### src/rtl/datamover_pkg.sv
// Shared datamover definitions: word width and the readout FSM state type.
package datamover_pkg;

  localparam int unsigned DWIDTH = 32;

  typedef enum logic [1:0] {
    IDLE = 2'd0,
    RUN  = 2'd1,
    DONE = 2'd2
  } dump_state_t;

endpackage

### src/rtl/sync_fifo2.sv
// Two-entry synchronous FIFO; the head word always sits in slot 0 so rdata is a plain register.
module sync_fifo2
  import datamover_pkg::*;
(
  input  logic              clk,
  input  logic              rst,
  input  logic              push,
  input  logic [DWIDTH-1:0] wdata,
  input  logic              pop,
  output logic [DWIDTH-1:0] rdata,
  output logic              full,
  output logic              empty,
  output logic [1:0]        count
);

  logic [DWIDTH-1:0] slot0, slot1;
  logic [1:0]        cnt;
  logic              do_push, do_pop;

  always_comb begin
    do_pop  = pop && (cnt != 2'd0);
    do_push = push && ((cnt != 2'd2) || do_pop);
  end

  // Entries shift toward slot 0 on pop so the head never needs a read mux.
  always_ff @(posedge clk) begin
    if (rst) begin
      slot0 <= '0;
      slot1 <= '0;
      cnt   <= '0;
    end else begin
      unique case ({do_push, do_pop})
        2'b10: begin
          if (cnt == 2'd0) slot0 <= wdata;
          else             slot1 <= wdata;
          cnt <= cnt + 2'd1;
        end
        2'b01: begin
          slot0 <= slot1;
          cnt   <= cnt - 2'd1;
        end
        2'b11: begin
          if (cnt == 2'd1) begin
            slot0 <= wdata;
          end else begin
            slot0 <= slot1;
            slot1 <= wdata;
          end
        end
        default: ;
      endcase
    end
  end

  assign rdata = slot0;
  assign full  = (cnt == 2'd2);
  assign empty = (cnt == 2'd0);
  assign count = cnt;

endmodule

### src/rtl/bram_stream_dump.sv
// Reads a contiguous BRAM window and streams it out on valid/ready, absorbing the
// 1-cycle read latency with a credit-limited 2-entry return FIFO.
module bram_stream_dump
  import datamover_pkg::*;
#(
  parameter int unsigned AWIDTH = 8
) (
  input  logic              clk,
  input  logic              rst,
  input  logic              start,
  input  logic [AWIDTH-1:0] base_addr,
  input  logic [AWIDTH:0]   count,
  output logic [AWIDTH-1:0] daddr,
  output logic              denb,
  input  logic [DWIDTH-1:0] din,
  output logic [DWIDTH-1:0] m_data,
  output logic              m_valid,
  input  logic              m_ready,
  output logic              busy,
  output logic              done
);

  dump_state_t       state, state_nxt;
  logic [AWIDTH-1:0] addr;
  logic [AWIDTH:0]   reads_left, beats_left;
  logic              inflight;
  logic              accept, issue, pop;
  logic              fifo_full, fifo_empty;
  logic [1:0]        occ;
  logic [2:0]        used_slots, slot_limit;

  assign accept  = start && (state != RUN);
  assign m_valid = !fifo_empty;
  assign pop     = m_valid && m_ready;

  // occupancy + inflight - pop < 2, rearranged to avoid unsigned underflow.
  always_comb begin
    used_slots = {1'b0, occ} + {2'b00, inflight};
    slot_limit = 3'd2 + {2'b00, pop};
    issue      = (state == RUN) && (reads_left != '0) && (used_slots < slot_limit)
                 && (!fifo_full || pop);
  end

  assign daddr = addr;
  assign denb  = issue;

  always_ff @(posedge clk) begin
    if (rst) state <= IDLE;
    else     state <= state_nxt;
  end

  always_comb begin
    state_nxt = state;
    unique case (state)
      IDLE, DONE: begin
        if (start) state_nxt = (count != '0) ? RUN : DONE;
        else       state_nxt = IDLE;
      end
      RUN: begin
        if (pop && (beats_left == {{AWIDTH{1'b0}}, 1'b1})) state_nxt = DONE;
      end
      default: state_nxt = IDLE;
    endcase
  end

  always_comb begin
    busy = (state == RUN);
    done = (state == DONE);
  end

  always_ff @(posedge clk) begin
    if (rst) begin
      addr       <= '0;
      reads_left <= '0;
      beats_left <= '0;
      inflight   <= 1'b0;
    end else begin
      inflight <= issue;
      if (accept) begin
        addr       <= base_addr;
        reads_left <= count;
        beats_left <= count;
      end else begin
        if (issue) begin
          addr       <= addr + 1'b1;
          reads_left <= reads_left - 1'b1;
        end
        if (pop) beats_left <= beats_left - 1'b1;
      end
    end
  end

  sync_fifo2 u_fifo (
    .clk   (clk),
    .rst   (rst),
    .push  (inflight),
    .wdata (din),
    .pop   (pop),
    .rdata (m_data),
    .full  (fifo_full),
    .empty (fifo_empty),
    .count (occ)
  );

endmodule

### config.mk
export PLATFORM = sky130hd
export DESIGN_NAME = bram_stream_dump
export DESIGN_NICKNAME = d
export VERILOG_FILES = /design/src/rtl/datamover_pkg.sv /design/src/rtl/sync_fifo2.sv /design/src/rtl/bram_stream_dump.sv
export SDC_FILE = /design/constraint.sdc
export NUM_CORES = 1
export LEC_CHECK = 0
export BUFFER_PORTS_ARGS = -buffer_cell sky130_fd_sc_hd__buf_2
export CORE_UTILIZATION = 30
export DETAILED_ROUTE_END_ITERATION = 10
export GPL_TIMING_DRIVEN = 0
export PLACE_DENSITY = 0.56
export SLEW_MARGIN = 10
export SYNTH_ARGS = -nofsm -noshare
export SYNTH_HDL_FRONTEND = slang
export SYNTH_SLANG_ARGS = --single-unit
### constraint.sdc
create_clock -name clk -period 4.35 [get_ports clk]
set_clock_uncertainty 0.2 [all_clocks]
set_input_delay 0.435 -clock clk [delete_from_list [all_inputs] [get_ports clk]]
set_output_delay 0.435 -clock clk [all_outputs]
set_load 0.005 [all_outputs]
==> out/results.txt <==
For this design the ratio of total power to cell area is 577 nW/µm². For the synthesis warning total, the log shows 0. Once detail routing completed, the nets flagged for antenna violations numbered 0. Summed over all nets, the switching power comes to 1.10 mW.

The startpoint identified for the worst hold timing path is din[15]. By area the synthesized netlist is led by sky130_fd_sc_hd__dfxtp_1 (44%), sky130_fd_sc_hd__mux2i_1 (8.0%), sky130_fd_sc_hd__a211oi_1 (7.6%). For this design, the sink count on the clock tree is 95. After the last flow step, the layout net total stands at 674.

At the worst endpoint, the required time is 3710 ps. The tools report the fmax as 0.297 GHz. Along the worst path, the maximum fanout reaches 10.

Using the TritonRoute via totals, the vias-per-cell ratio works out to 4.98. The run gives 1900 µm² as the storage element area. For the maximum count of clock buffers along a single path, the log shows 2.

The internal power contribution came out at 1.99 mW. Number of instances in the synthesized netlist: 506. sky130_fd_sc_hd__dfxtp_1 is the most common cell in the netlist. In this run the core area contains 43 standard-cell rows. The worst reg2reg path startpoint is u_fifo.count[1]$_SDFFE_PP0P_. The worst hold path belongs to the class in2reg. The fraction of post-synthesis cell area in the top cell type by area is 0.437.

The largest area contributor in the synthesized netlist was sky130_fd_sc_hd__dfxtp_1. Setup total negative slack on the finished layout was measured at 0 ps. The floorplan step defined a die boundary enclosing 15000 µm². In this run the number of H-tree levels came out at 3. In this run, CTS created clock tree buffers numbering 9.

After clock tree synthesis, the setup repair step added 0 buffers. The most used flip-flop cell after synthesis is sky130_fd_sc_hd__dfxtp_1. The first routing iteration left 170 violations.

Total routed wirelength: 12000 µm. The global placement routability congestion was 0.860. The flow ran to the end, and the final reports show no timing, DRC or antenna violations. Post-cts repair resize count: 0. In this run the clock root is driven by a sky130_fd_sc_hd__clkbuf_16.

The initial antenna violation count is 0. The worst slew margin relative to its limit is 0.438. The critical path start-end classification is reg2out. The switching fraction of total power is 0.356, and the via count is 3969. Yosys mapped a number of flops with a built-in enable equal to 0. Ranked by instance count, the synthesized netlist is headed by sky130_fd_sc_hd__dfxtp_1 (95), sky130_fd_sc_hd__nand2_1 (81), sky130_fd_sc_hd__nor2_1 (62).

The run gives 97 as the boundary pin count. The register area share after synthesis is 0.437, and the effective utilization at floorplan is 0.310. In this run the tool buffered the top-level ports with 95 buffer cells. For the finished layout, the period the worst path requires is 3370 ps. Entering global routing, the biggest net connects 17 pins. The logs give 0 for the number of failing setup endpoints in the final timing report and 2730 ps for the worst path arrival time. The endpoint class of the critical path was an output pin. In the routed design, unresolved DRC markers number 0.

The core region is 14000 µm². After clock tree synthesis, the flow added hold-fix buffers numbering 0. In the final routed layout, each cell accounts on average for 15.1 µm.

Across the VDD grid, the largest voltage drop is 0.228 mV. Global routing finished with a remaining overflow of 0. A synthesized cell averages 8.61 µm². The first detailed-routing pass took 6 iterations. The multi-input combinational cells in the finished layout cover a total of 2250 µm².

The layout cell share with drive strength beyond 1 came out at 0.216. The global-route usage over all layers came out at 0.165. The fraction of registers with async set/reset is 0, and the total non-filler cell area in the finished layout is 5360 µm². Beginning of the critical path: u_fifo.count[1]$_SDFFE_PP0P_. The kind of start point of the critical path was a register.

0 antenna diodes ended up in the layout. Wire length of the first global-routing pass: 18900 µm. The vertical die dimension was 123 µm. The register clock-pin slew on the reported worst setup and hold paths was 70 ps; the share of total power in the clock network was 0.266. The via count of the first global-routing pass is 3758, and the count of state elements after synthesis is 95. The measured slew at the worst slew-check pin is 840 ps. TritonCTS built the clock tree. The final worst-path cycle share was 0.775; the final-report max-slew violation count was 0. When the netlist entered floorplanning its net count stood at 568. The run gives 56 as the unique cell type count in the Yosys netlist. The relative contribution of sequential cells to total power was 0.379; the count of final hold-check violations was 0. For the worst-skew pair, the clock arrives at the later sink with an insertion delay of 350 ps. Summed over all cells, the static leakage comes to 2.31 nW.

Setup repair after global routing left no endpoint under its margin. The combinational fraction of design power is 0.355, and the total standard cell area after synthesis is 4360 µm². The placement-stage cell area is 5060 µm², and the max-capacitance violation count is 0. The layout filler cell count was 1450. Measured along the x axis, the die boundary spans 123 µm. From synthesis to final layout, the design area changed by 23.1%.

The post-detailed-placement half-perimeter wirelength was 8800 µm.
## layout by cell type, fill, tap and decap left out, drive strengths merged, types with 3 or more instances in the layout
cell | synthesis | final
buf | 8 | 103
dfxtp | 95 | 95
nand2 | 82 | 82
nor2 | 63 | 63
a21oi | 45 | 45
a211oi | 44 | 44
clkbuf | 26 | 36
mux2i | 35 | 35
inv | 12 | 15
ha | 9 | 9
nor3 | 8 | 8
nand3 | 7 | 7
xor2 | 6 | 6
nor4 | 6 | 6
xnor2 | 5 | 5
and3 | 5 | 5
o21ai | 5 | 5
or4 | 4 | 4
nor2b | 3 | 3
a31oi | 3 | 3
nand4 | 3 | 3
## kinds of logic after synthesis
family / after synthesis / share of synthesized area
mux: 36 / 0.0830
xor+xnor: 11 / 0.0221
buf+inv: 46 / 0.0480
simple gates: 195 / 0.206
fa+ha+maj: 9 / 0.0258
flops: 95 / 0.437
compound gates: 114 / 0.178
## final cells by class
type | instances | share of cell area
multi-input combinational | 365 | 0.419
timing repair buffer | 95 | 0.0887
inverter | 12 | 0.00840
sequential | 95 | 0.355
tap | 180 | 0.0420
clock buffer | 10 | 0.0446
clock inverter | 6 | 0.0124
buffer | 34 | 0.0306
## power groups by stage
stage	Clock (mW)	Sequential (mW)	Combinational, mW
floorplan	0	1.19	0.734
global placement	0	1.18	1.09
detailed placement	0	1.19	1.11
CTS	0.849	1.17	1.11
global route	0.872	1.20	1.24
finish	0.823	1.17	1.10
## state kept, by name, summed over array words and instances (netlist names)
| name | cells |
|---|---|
| beats_left | 9 |
| state | 2 |
| u_fifo.rdata | 32 |
| u_fifo.count | 2 |
| reads_left | 9 |
| inflight | 1 |
| daddr | 8 |
| u_fifo.slot1 | 32 |
## per-stage QoR
step / setup WS (ps) / power (mW) / cells / util / hold WS, ps
2_1_floorplan: 1810 / 1.92 / 506 / - / 236
3_3_place_gp: 1420 / 2.27 / 781 / 0.360 / 241
3_5_place_dp: 1350 / 2.30 / 781 / 0.360 / 246
4_1_cts: 957 / 3.13 / 797 / 0.382 / 117
5_1_grt: 794 / 3.31 / 797 / 0.382 / 131
6_report: 980 / 3.09 / 797 / 0.382 / 130
## final timing paths
kind	end	slack (ps)	cells past startpoint
min	u_fifo.slot1[15]$_SDFFE_PP0P_	130	3
max	denb	980	7
min reg2reg	u_fifo.slot1[24]$_SDFFE_PP0P_	250	2
max reg2reg	daddr[7]$_SDFFE_PP0P_	1500	8
## critical path: stages (launching register included)
cell and delay [ps]:
sky130_fd_sc_hd__dfxtp_1 400, sky130_fd_sc_hd__inv_1 90, sky130_fd_sc_hd__ha_1 240, sky130_fd_sc_hd__or3b_1 420, sky130_fd_sc_hd__a221o_1 360, sky130_fd_sc_hd__nor2_2 450, sky130_fd_sc_hd__buf_4 280, sky130_fd_sc_hd__buf_2 140
## per-layer routing
layer	up-vias	wire, µm	GRT usage
met5	-	0	0
met4	0	259	0.0831
met3	15	510	0.0316
met2	81	5650	0.264
met1	1870	5580	0.209
li1	2003	-	-
No activity file was read; power rests on OpenSTA's default activity.
